File: src/rtl/g_alu32_resfifo.sv
// g_alu32_resfifo: in-order FIFO for ALU result/carry/opcode with valid/ready ports.
// Define ALU32_RESFIFO_FLAGS_EN to store zero/neg flags with each entry.
module g_alu32_resfifo #(
    parameter int AW = 2
) (
    input  logic          CLK,
    input  logic          RST,
    input  logic          In_Valid,
    output logic          In_Ready,
    input  logic [31:0]   FinalOut,
    input  logic          CO,
    input  logic [2:0]    A,
    output logic          Out_Valid,
    input  logic          Out_Ready,
    output logic [31:0]   Out_Data,
    output logic          Out_CO,
    output logic [2:0]    Out_A,
    output logic          Out_Zero,
    output logic          Out_Neg,
    output logic [AW:0]   Count,
    output logic          Ovf
);
    localparam int DEPTH = 1 << AW;
    localparam logic [AW:0] FULL = (AW+1)'(DEPTH);
`ifdef ALU32_RESFIFO_FLAGS_EN
    localparam int EW = 38;
`else
    localparam int EW = 36;
`endif
    logic [EW-1:0] mem [DEPTH];
    logic [EW-1:0] entry, head;
    logic [AW-1:0] wr_ptr, rd_ptr;
    logic          push, pop;
    assign In_Ready  = (Count != FULL) && !RST;
    assign Out_Valid = Count != '0;
    assign push      = In_Valid && In_Ready;
    assign pop       = Out_Valid && Out_Ready;
`ifdef ALU32_RESFIFO_FLAGS_EN
    assign entry     = {FinalOut[31], FinalOut == 32'h0, A, CO, FinalOut};
    assign Out_Neg   = head[37];
    assign Out_Zero  = head[36];
`else
    assign entry     = {A, CO, FinalOut};
    assign Out_Neg   = 1'b0;
    assign Out_Zero  = 1'b0;
`endif
    assign head      = Out_Valid ? mem[rd_ptr] : '0;
    assign Out_Data  = head[31:0];
    assign Out_CO    = head[32];
    assign Out_A     = head[35:33];
    // storage is intentionally not reset; Out_Valid masks stale contents
    always_ff @(posedge CLK) begin
        if (push) mem[wr_ptr] <= entry;
    end
    always_ff @(posedge CLK) begin
        if (RST) begin
            wr_ptr <= '0;
            rd_ptr <= '0;
            Count  <= '0;
            Ovf    <= 1'b0;
        end else begin
            wr_ptr <= wr_ptr + AW'(push);
            rd_ptr <= rd_ptr + AW'(pop);
            Count  <= Count + (AW+1)'(push) - (AW+1)'(pop);
            if (In_Valid && Count == FULL) Ovf <= 1'b1;
        end
    end
endmodule

File: config.mk
export PLATFORM = sky130hd
export DESIGN_NAME = g_alu32_resfifo
export DESIGN_NICKNAME = d
export VERILOG_FILES = /design/src/rtl/g_alu32_resfifo.sv
export SDC_FILE = /design/constraint.sdc
export NUM_CORES = 1
export LEC_CHECK = 0
export CORE_MARGIN = 2
export CORE_UTILIZATION = 49
export DETAILED_ROUTE_END_ITERATION = 10
export PLACE_DENSITY = 0.72
export SLEW_MARGIN = 10
export SYNTH_ARGS = -nofsm -noshare
export SYNTH_HDL_FRONTEND = slang
export SYNTH_SLANG_ARGS = --single-unit
File: constraint.sdc
create_clock -name CLK -period 4.5 [get_ports CLK]
set_input_delay 0.9 -clock CLK [delete_from_list [all_inputs] [get_ports CLK]]
set_output_delay 0.9 -clock CLK [all_outputs]
set_load 0.05 [all_outputs]
* Yosys cells after proc, flatten, opt, wreduce, memory -nomap -nowiden
Memory sizes are Yosys's and may differ from the RTL's. A register that Yosys moved wholly into a read port is not among the register bits.
Index checks and enable logic that the tools add are counted.
** Cells by class
- Add/sub/neg operators :: 4
- $mul :: 0
- Div/mod/pow operators :: 0
- $lt $le $gt $ge :: 0
- Equality and inequality tests :: 2
- Shifts and indexed selects :: 0
- Multiplexer cells :: 4
- Bitwise logic cells :: 0
- Reductions and logical operators :: 6
** Operators by type and width (count)
- two-way mux 36 bit :: 1
- adder 2 x 1 -> 2 bit :: 2
- logical AND 1 bit :: 4
- adder 3 x 1 -> 3 bit :: 1
- == test 3 bit (second input constant) :: 1
- inequality test 3 bit (second input constant) :: 1
- nonzero test 3 bit :: 1
- subtractor 3 x 1 -> 3 bit :: 1
- two-way mux 1 bit :: 2
- two-way mux 2 bit :: 1
- zero test 1 bit :: 1
** Storage, ports and cells
- Register bits :: 8
- Latch bits :: 0
- Bits in writable memories :: 144
- Bits in read-only memories :: 0
- Bits of input ports :: 40
- Output and inout bits :: 44
- Word-level logic and storage cells :: 21
- Memories :: 1
** Memory list
- mem :: depth 4, width 36, read ports 1, clocked after memory_dff 1, wr ports 1, RTL line 30 : logic [EW-1:0] mem [DEPTH];

* Logic depth before layout (Yosys ltp)
- Word-level depth :: 5
- Mapped depth :: 10
- Gate-level depth less buffers :: 10

* Worst setup path before layout
Ideal clock, no wire load.
- Kind :: in2reg
- Start :: in RST
- End :: mem mem[1][0] (enable)
- Library setup time :: 482 ps
- Arrival :: 4250 ps
- Required time :: 4018 ps
- Slack :: -232 ps
- Cell stages on the path :: 3
- Buffers on the path :: 1
- Cells stage by stage :: clkbuf_1 or3b_1 nor3b_1
** On the way
- Longest elaborated chain between the ends :: 5
** Ends and longest elaborated chain
- from (decl) :: RTL line 7 : input logic RST,
- zero test 1 bit :: RTL line 34 : assign In_Ready = (Count != FULL) && !RST;
- logical AND 1 bit :: RTL line 34
- logical AND 1 bit :: RTL line 36 : assign push = In_Valid && In_Ready;
- two-way mux 1 bit :: RTL line 53 : if (push) mem[wr_ptr] <= entry;
- two-way mux 1 bit (not written as such) :: RTL line 53
- to (decl) :: RTL line 30
Every way passes these cells.

==> run summary <==
Setup repair after global routing left no endpoint under its margin. The maximum clock skew at final layout is 0.00763 ns, and the final cycle utilization of the critical path is 0.813. The final reports fail on DRC.

The cell area that synthesis handed to floorplanning was 0.00585 mm². The run gives 2873 as the detailed-route via count. The number of remaining DRC errors is 4. The tools report the maximum ir drop on the vdd rail as 0.000372 V. For this design, the CTS-stage hold fixing added 0 buffers. Ratio of routed vias to standard cells: 5.49.

Violation count after the first detailed-route iteration: 110. The tools report the effective utilization at floorplan as 0.508. The tools report the root buffer cell as clkbuf_16.

The number of failing hold endpoints at the final stage came out at 0. The critical path class was register to output pin. Static timing analysis puts the maximum clock frequency at 273 MHz.

Including well taps, the total number of placed cells is 493. The die covers 0.0128 mm². The run gives 0.00741 mm² as the cell area after layout. Setup violations remaining at the end of the flow were counted as 0.

The critical path starts at rd_ptr[0]. For the max capacitance violation total, the log shows 0. After detailed routing, the total wire length is 10400 µm. Power comes to 4.96 mW. The run gives 0.839 ns as the worst path setup slack after routing. Once detail routing completed, the nets flagged for antenna violations numbered 0. The proportion of register bits with asynchronous set or reset after synthesis is 0, and the final HPWL from detailed placement is 6270 µm. In this run the horizontal extent of the chip is 113 µm. Entering global routing, the biggest net connects 39 pins. Yosys printed 0 warnings.

In this run the power density over the cells is 670 mW/mm². After detailed placement, the total cell area comes to 0.00686 mm². The share of the synthesized area in the top cell type came out at 0.740. STA classifies the critical path endpoint as an output pin.

Following the worst setup path forward leads to its endpoint at Out_Data[29]. The most common cell in the synthesized netlist is edfxtp_1. The share of cells above drive strength 1 came out at 0.213. At the end of routability-driven placement, the weighted congestion stood at 0.712. In this run the deepest clock path goes through 2 buffers. Clock-pin slew was measured on the worst setup and hold paths at 0.06 ns. The synthesized design contains 152 register bits. The average size of a mapped cell works out to 21.3 µm².

The run gives 0.767 as the part of the Yosys area used for sequential elements. The clock net in this run drives a total of 152 sinks. For the worst flop-to-flop path, the logic depth is 10.

In this run, post-CTS repair resized a total of 0 instances. The clock tree synthesis step divided the H-tree into 4 levels. The run gives 1.88 ns as the flop-to-flop setup slack.

The data required time of the worst path was 3.60 ns. Worst min-delay path class: register to register. The total area inside the core boundary comes to 0.0115 mm².

For the finished layout, the period the worst path requires is 3.66 ns. At the placement stage, the worst setup path has a slack of 1.02 ns. Sorting the synthesized cells by how often they occur yields 144 x edfxtp_1, 38 x nor2b_1, 36 x mux4_2.

Number of detailed-route iterations in the first pass: 7. The leakage power of the design is 2.38 nW, and the total inserted antenna cells is 0. The count of buffers added on input and output ports is 81.

In this run the worst path has a maximum fanout of 38. TritonCTS built the clock tree. The worst setup path is launched from a register. The library cell with the largest summed area after synthesis was edfxtp_1.

Yosys mapped a number of flops with a built-in enable equal to 144. The die boundary height was 113 µm. The count of final max-slew check failures was 0; the hold slack was 0.507 ns.

The number of standard-cell rows in the floorplan was 39. The slew at the pin closest to its max-slew limit came out at 0.951 ns. The source of the worst register-to-register timing path was Count[2].

The wire length per cell after detailed routing came out at 19.9 µm. The tools report the arrival time of data at the critical path endpoint as 2.76 ns. The first global-routing pass estimated 16100 µm of wire. Reg-to-reg critical path endpoint: Count[2]. Clock tree synthesis inserted a total of 17 buffers. After technology mapping, the gate count stands at 274.

Global routing finished with a remaining overflow of 0. The later pin in the worst-skew pair is clocked with a latency of 0.40 ns. Pin placement for this block handled 84 I/O pins. The relative max-transition margin was 0.366; the number of nets in the finished design was 412. In the synthesized netlist the dominant register cell turns out to be edfxtp_1. The initial antenna violation count came out at 0. The area added between synthesis and finish is 26.8%.

The run finished, with violations left. Total global-route track usage: 0.170. The finished layout holds 523 standard cells, fillers aside. The post-CTS repair timing setup buffer count was 0; the via count of the first global-routing pass was 3050. Count of cell types in the netlist: 27.

Ranked by total cell area, the synthesized netlist is headed by edfxtp_1 74%, mux4_2 14%, nor2b_1 4.1%.
[report_power, final]
| part | leakage, nW | internal [mW] | switching (mW) |
|---|---|---|---|
| clock network | 0.266 | 0.810 | 0.526 |
| logic | 0.738 | 0.725 | 1.13 |
| registers | 1.37 | 1.64 | 0.133 |
[flip-flops by register name, summed over array words and instances (netlist names)]
name / flops
wr_ptr: 2
Count: 3
rd_ptr: 2
mem: 144
Ovf: 1
[stage by stage]
step                 util  TNS [ns]
floorplan               -    -0.614
global placement    0.596         0
detailed placement  0.596         0
CTS                 0.644         0
global route        0.644         0
finish              0.644         0
[worst min-delay path by stage]
stage	start	to	slack (ns)	cells after the start
3_3_place_gp	Ovf	Ovf	0.46	2
2_1_floorplan	wr_ptr[1]	wr_ptr[1]	0.53	2
5_1_grt	Ovf	Ovf	0.54	2
6_report	Ovf	Ovf	0.51	2
3_5_place_dp	Ovf	Ovf	0.49	2
4_1_cts	Ovf	Ovf	0.51	2
[worst max-delay path: stages (launching register included)]
cell and delay [ns]:
dfxtp_4 0.85, mux4_2 0.58, nor2b_1 0.18, clkdlybuf4s50_1 0.73
[routing by layer]
layer | track usage | part of all wire | vias to the layer above
met5 | 0 | 0 | -
met3 | 0.0536 | 0.049 | 6
met2 | 0.280 | 0.50 | 73
li1 | - | - | 1281
met4 | 0.0463 | 0.0063 | 0
met1 | 0.223 | 0.44 | 1513
[layout make-up]
type                       instances  area (µm²)
clock buffer                      18         429
multi-input combinational        105        1290
timing repair buffer              90         891
clock inverter                    12         128
tap                              143         179
fill                             790        4100
sequential                       152        4490
inverter                           3        11.3
[cells in the final DEF (no fill, tap or decap), drive strengths merged]
cell	instances
a21oi	2
and2	1
and3	1
buf	9
bufinv	2
clkbuf	18
clkdlybuf4s50	81
clkinv	4
clkinvlp	3
conb	2
dfxtp	8
edfxtp	144
fa	1
ha	2
inv	6
mux4	36
nand2	1
nor2	7
nor2b	38
nor3	3
nor3b	3
o21ai	1
o31ai	1
or3	1
or3b	1
xnor2	2
xor2	2
[logic make-up after synthesis]
kind of cell / share of synthesized area
other: 0.000641
AND/OR/NAND/NOR: 0.0569
buffers and inverters: 0.0193
multiplexers: 0.139
flip-flops: 0.767
adder cells (fa/ha/maj): 0.00770
AO/OA/AOI/OAI: 0.00385
XOR/XNOR: 0.00599
Note: power is estimated with default switching activity, not from simulation.
